===== src/rtl/univ_shift_reg.sv =====
// Universal shift register with manual modes and a counted burst-shift FSM.
// Optional macro UNIV_SHIFT_REG_ROTATE_EN adds rot_i to recirculate the outgoing bit.
module univ_shift_reg #(
    parameter int unsigned WIDTH = 8,
    parameter int unsigned CNT_W = 4
) (
    input  logic             clk_i,
    input  logic             resetn_i,
    input  logic             clr_i,
    input  logic [1:0]       mode_i,
    input  logic [WIDTH-1:0] d_i,
    input  logic             sr_ser_i,
    input  logic             sl_ser_i,
    input  logic             start_i,
    input  logic [CNT_W-1:0] len_i,
    input  logic             dir_i,
`ifdef UNIV_SHIFT_REG_ROTATE_EN
    input  logic             rot_i,
`endif
    output logic [WIDTH-1:0] q_o,
    output logic             busy_o,
    output logic             done_o
);

    typedef enum logic [1:0] {StIdle, StShift, StDone} state_e;

    state_e           state_q, state_d;
    logic [CNT_W-1:0] cnt_q, cnt_d;
    logic             dir_q, dir_d;
    logic [WIDTH-1:0] q_q, q_d;

    logic             sr_in, sl_in;
    logic [WIDTH-1:0] shr, shl;

`ifdef UNIV_SHIFT_REG_ROTATE_EN
    assign sr_in = rot_i ? q_q[0]       : sr_ser_i;
    assign sl_in = rot_i ? q_q[WIDTH-1] : sl_ser_i;
`else
    assign sr_in = sr_ser_i;
    assign sl_in = sl_ser_i;
`endif

    assign shr = {sr_in, q_q[WIDTH-1:1]};
    assign shl = {q_q[WIDTH-2:0], sl_in};

    always_ff @(posedge clk_i or negedge resetn_i) begin
        if (!resetn_i) begin
            state_q <= StIdle;
            cnt_q   <= '0;
            dir_q   <= 1'b0;
            q_q     <= '0;
        end else begin
            state_q <= state_d;
            cnt_q   <= cnt_d;
            dir_q   <= dir_d;
            q_q     <= q_d;
        end
    end

    always_comb begin
        state_d = state_q;
        cnt_d   = cnt_q;
        dir_d   = dir_q;
        q_d     = q_q;
        if (clr_i) begin
            state_d = StIdle;
            cnt_d   = '0;
            q_d     = '0;
        end else begin
            unique case (state_q)
                StIdle: begin
                    if (start_i) begin
                        cnt_d   = len_i;
                        dir_d   = dir_i;
                        state_d = (len_i == '0) ? StDone : StShift;
                    end else begin
                        unique case (mode_i)
                            2'b01:   q_d = shr;
                            2'b10:   q_d = shl;
                            2'b11:   q_d = d_i;
                            default: q_d = q_q;
                        endcase
                    end
                end
                StShift: begin
                    q_d   = dir_q ? shl : shr;
                    cnt_d = cnt_q - 1'b1;
                    // The edge doing the final shift also hands over to DONE.
                    if (cnt_q == CNT_W'(1)) state_d = StDone;
                end
                StDone: begin
                    state_d = StIdle;
                end
                default: begin
                    state_d = StIdle;
                end
            endcase
        end
    end

    always_comb begin
        q_o    = q_q;
        busy_o = (state_q == StShift);
        done_o = (state_q == StDone);
    end

endmodule


===== config.mk =====
export PLATFORM = sky130hd
export DESIGN_NAME = univ_shift_reg
export DESIGN_NICKNAME = d
export VERILOG_FILES = /design/src/rtl/univ_shift_reg.sv
export SDC_FILE = /design/constraint.sdc
export NUM_CORES = 1
export LEC_CHECK = 0
export ABC_AREA = 1
export CORE_MARGIN = 2
export CORE_UTILIZATION = 48
export CTS_CLUSTER_SIZE = 25
export DETAILED_ROUTE_END_ITERATION = 8
export PLACE_DENSITY = 0.89
export SYNTH_ARGS = -nofsm -noshare
export SYNTH_HDL_FRONTEND = slang
export SYNTH_SLANG_ARGS = --single-unit

===== constraint.sdc =====
create_clock -name clk_i -period 1.7 [get_ports clk_i]
set_clock_uncertainty 0.2 [all_clocks]
set_input_delay 0.34 -clock clk_i [delete_from_list [all_inputs] [get_ports clk_i]]
set_output_delay 0.34 -clock clk_i [all_outputs]
set_load 0.05 [all_outputs]

# --- Yosys cells after proc, flatten, opt, wreduce, memory -nomap -nowiden ---
# Cells that the tools add are included.
word_totals:
  register_bits: 15
  in_bits: 21
  out_inout_bits: 10
  wordCells: 36
classes:
  add_sub_neg: 1
  n_eq_ne: 10
  mux: 13
  bitwise_logic: 1
  reduce_logical: 7
op_table:
  columns: ["operator", "n"]
  rows:
  - ["$mux W8", 3]
  - ["$pmux W8 S3", 1]
  - ["$pmux W8 S2", 1]
  - ["$mux W2", 4]
  - ["$mux W4", 2]
  - ["$pmux W4 S2", 1]
  - ["$eq A2 B2 Y1 const B", 3]
  - ["$ne A3 B3 Y1 const B", 2]
  - ["$reduce_and A3 Y1", 2]
  - ["$ne A5 B2 Y1 const B", 1]
  - ["$eq A2 B1 Y1 const B", 2]
  - ["$eq A4 B1 Y1 const B", 1]
  - ["$logic_not A4 Y1", 1]
  - ["$pmux W2 S2", 1]
  - ["$reduce_and A2 Y1", 2]
  - ["$sub A4 B1 Y4 const B", 1]
  - ["$ne A3 B2 Y1 const B", 1]
  - ["$reduce_bool A3 Y1", 1]
  - ["$logic_not A2 Y1", 1]
  - ["$not A1 Y1", 1]

# --- Logic depth before layout (Yosys ltp) ---
logic_depth:
  depth_word: 5
  depth_mapped: 8
  mapped_depth_nobuf: 8

# --- Worst setup path before layout ---
# Ideal clock, no wire load.
synth_timing:
  path_type: "reg2reg"
  startpoint: "register state_q[0]"
  endpoint: "register cnt_q[1]"
  setup_ps: 83
  t_arrival_ps: 1636
  required_ps: 1417
  path_slack_ps: -219
  stages_incl_launch_ff: 7
  path_buffers: 0
  synth_period_minus_slack_ps: 1919
  path_cell_list: "dfrtp_1 > inv_1 > nor2_1 > nand2_1 > o21ai_0 > nand2_1 > o21ai_0"
synth_between:
  elab_chain_cells: 3
  elab_cells_between_ends: 7
  cone_classes: "eq/ne (2); mux (2); reduce/logical (3)"
synth_lines:
  columns: ["element", "line", "rtl"]
  rows:
  - ["start: declaration", "27", "state_e state_q, state_d;"]
  - ["start signal: assignment", "48", "state_q <= StIdle;"]
  - ["start signal: assignment", "53", "state_q <= state_d;"]
  - ["$eq A2 B1 Y1 (*)", null, null]
  - ["named net busy_o", "21", "output logic busy_o,"]
  - ["$pmux W4 S2 / $reduce_bool A3 Y1 (equally long branches)", null, null]
  - ["$mux W4 / $reduce_and A2 Y1 (equally long branches)", null, null]
  - ["end signal: assignment", "54", "cnt_q <= cnt_d;"]
  - ["end: declaration", "28", "logic [CNT_W-1:0] cnt_q, cnt_d;"]
# The timed path passes the listed nets; every way through them passes the cells marked *.
# A chain may end at the register's enable or synchronous reset.

# --- Final worst setup path ---
layout_timing:
  startpoint: "register state_q[0]"
  endpoint: "output port busy_o"
layout_between:
  elab_chain_cells: 1
layout_lines:
  columns: ["element", "line", "rtl"]
  rows:
  - ["$eq A2 B1 Y1", "103", "busy_o = (state_q == StShift);"]
  - ["end: declaration", "21", null]
# No other way between the ends.

==> impl_metrics.csv <==
group,metric,value,unit
timing,worst_slack,-0.04013,ns
setup_path,end_kind,"output port",
clock_tree,clockBufferDepth,2,
power_and_ir_drop,vdd_ir_drop_max,1270,uV
clock_tree,insertion_delay,0.29,ns
timing,worst_slew_pin_slew,0.4160,ns
grt,track_usage,0.2590,
worst_hold_path,hp-class,"in2async",
logic_synthesis,yosysWarnings,0,
placement,dp.cells,267,
setup_path,slowest_delay,0.44,ns
finish,layout.nets,268,
routing,vias,1435,
routing,drc,0,
power_and_ir_drop,switchingPower,0.001237,W
clock_tree,cts_tree,"done",
floorplanning,die-area,2862,um^2
power_and_ir_drop,power_density,1445,nW/um^2
logic_synthesis,synth_most_common_cell,"nand2_1",
logic_synthesis,avgSynthCellArea,5.851,um^2
timing,slew_violations,0,
floorplanning,die_w,53.50,um
logic_synthesis,synth_edf_count,0,
setup_path,crit_arrival,1.20,ns
clock_tree,clk_pin_slew_worst_paths,0.09,ns
routing,wl_per_cell,12.26,um
setup_path,path_cells,"inv_1 > nor2_2 > buf_12",
floorplanning,rows,17,
routing,route.met2.wl,1.639,mm
timing,hold-worst-slack,0.1569,ns
logic_synthesis,synth-seq-cells,15,
routing,drt_iter0_drc,39,
grt,grt_overflow,0,
grt,grt_pass1_wl,5.416,mm
finish,syn_to_final_growth,47.45,%
routing,firstDrtPassIters,5,
finish,drive_gt1_frac,0.1516,
floorplanning,die_h,53.50,um
timing,rsz0062_at_grt,"yes",
power_and_ir_drop,seqPwrFrac,0.276,
placement,gp_congestion,0.9152,
logic_synthesis,netlist.area_leader.share,0.3191,
logic_synthesis,syn_area,1176,um^2
logic_synthesis,synthArstFlopShare,1.000,
timing,tns,-0.05340,ns
floorplanning,core_area,2255,um^2
setup_path,path_class,"reg2out",
clock_tree,h-tree-depth,1,
placement,dpl.hpwl,2.484,mm
power_and_ir_drop,intPower,0.001269,W
power_and_ir_drop,p_leak,0.8999,nW
timing,post-route-min-period,1.740,ns
timing,fmax,0.5747,GHz
logic_synthesis,yosysUniqueCellTypes,18,
logic_synthesis,synthFlopType,"dfrtp_1",
grt,grt_max_degree,21,
logic_synthesis,syn-num-nets,224,
setup_path,worst_path_max_delay_cell,"dfrtp_1",
clock_tree,cts_buffers,3,
outcome,violations,"setup timing",
timing,setup_violations,2,
logic_synthesis,synthTopCellsByCount,"85 x nand2_1, 31 x nand3_1, 26 x nor2_1",
timing,slew_headroom,0.7227,
routing,met3WireLength,201,um
finish,n_fill_cell,187,
logic_synthesis,synth_seq_area_share,0.3191,
floorplanning,ios,31,
outcome,status,"complete, but fails checks",
setup_path,start_kind,"flip-flop",
run,max_cap_violations,0,
finish,num_antenna_cells,0,
routing,m1WireLength,1.425,mm
power_and_ir_drop,swShare,0.4937,
clock_tree,clkSinkCount,15,
logic_synthesis,yosys-top-cells-area,"dfrtp_1 32%, nand2_1 27%, nand3_1 13%",
routing,top_layer,"met4",
timing,period_share,1.024,
setup_path,cp_max_fo,5,
logic_synthesis,synthCells,201,
clock_tree,root_buffer,"clkbuf_4",
routing,vias_per_cell,5.276,
finish,stdcell_count,272,
timing,finalHoldViolCount,0,
grt,grt_pass1_vias,1330,
placement,portBuffers,30,
power_and_ir_drop,share_comb_of_total_power,0.638,
routing,routed_wl,3.335,mm
routing,drtAntennaViolNets,0,
logic_synthesis,netlist.top_cell.by_area,"dfrtp_1",
floorplanning,initial_utilization,0.5216,
setup_path,required,1.16,ns
power_and_ir_drop,clockPowerShare,0.086,
grt,antenna_found_initial,0,
[metal layers]
| layer | GRT usage | up-vias |
|---|---|---|
| met5 | 0 | - |
| met4 | 0.1197 | 0 |
| met3 | 0.02260 | 9 |
| met2 | 0.4753 | 61 |
| met1 | 0.3002 | 643 |
| li1 | - | 722 |
[power by group through the flow]
| stage | Clock [W] | Sequential, W | Combinational [W] |
|---|---|---|---|
| global placement | 0 | 0.000687 | 0.00154 |
| finish | 0.000215 | 0.000691 | 0.00160 |
| global route | 0.000243 | 0.000706 | 0.00175 |
| CTS | 0.000217 | 0.000684 | 0.00158 |
| floorplan | 0 | 0.000857 | 0.000691 |
| detailed placement | 0 | 0.000690 | 0.00157 |
[path summary, 6_finish.rpt]
path / start / to / slack (ns) / cells after the start
max: state_q[0] / busy_o / -0.04 / 3
min: resetn_i / q_o[0] / 0.16 / 2
max reg2reg: state_q[1] / q_o[3] / 0.04 / 7
min reg2reg: cnt_q[2] / cnt_q[2] / 0.35 / 2
max in group asynchronous: resetn_i / q_o[5] / 0.96 / 2
min in group clk_i: cnt_q[2] / cnt_q[2] / 0.35 / 2
[worst max-delay path, delay by kind of cell (launching register included)]
kind / cells / cell delay, ns
DFF: 1 / 0.44
buffers and inverters: 2 / 0.25
and+or+nand+nor: 1 / 0.21
[sequential cells by signal, indices dropped and copies added, names as in the netlist]
register,count
cnt_q,4
state_q,2
q_o,8
dir_q,1
[layout by cell type, fill, tap and decap left out, drive strengths merged]
| cell type | Yosys | routed |
|---|---|---|
| dfrtp | 15 | 15 |
| clkinv | 1 | 2 |
| clkbuf | 0 | 3 |
| nand2 | 87 | 87 |
| nand3 | 32 | 32 |
| ha | 2 | 2 |
| o21ai | 9 | 9 |
| or2 | 1 | 1 |
| nor2 | 27 | 27 |
| buf | 5 | 24 |
| inv | 17 | 17 |
| clkdlybuf4s50 | 0 | 20 |
| a21oi | 5 | 5 |
[timing repair]
item	4_1_cts	5_1_grt
gates resized for setup	0	1
setup endpoints to repair	1	9
setup buffers	0	1
hold buffers	0	0
cloned	0	0
endpoints found under the hold margin	0	0
[area by class of cell]
cell class | count | area [um^2] | share of cell area
Timing Repair Buffer | 44 | 518.0 | 0.2987
Tap cell | 28 | 35.03 | 0.02020
Clock inverter | 1 | 5.005 | 0.002886
Clock buffer | 3 | 22.52 | 0.01299
Sequential cell | 15 | 375.4 | 0.2165
Multi-Input combinational cell | 163 | 710.7 | 0.4098
Inverter | 18 | 67.56 | 0.03896
[cell families (layout without fill, tap and decap cells)]
group,count (synthesis),count (layout),synth area share
AO/OA/AOI/OAI,14,14,0.06277
adder cells (fa/ha/maj),2,2,0.02127
buffers and inverters,23,66,0.08085
flip-flops,15,15,0.3191
AND/OR/NAND/NOR,147,147,0.5160
[stage by stage]
step | instance area [um^2] | power [W] | util | setup slack [ns]
after floorplan | 1179 | 0.001549 | - | 0.06537
after global placement | 1697 | 0.002224 | 0.7525 | -0.1975
after detailed placement | 1697 | 0.002265 | 0.7525 | -0.2173
after CTS | 1724 | 0.002480 | 0.7647 | -0.006006
after global routing | 1734 | 0.002703 | 0.7691 | -0.07227
final | 1734 | 0.002506 | 0.7691 | -0.04013
Power figures use the tool's default switching activity.
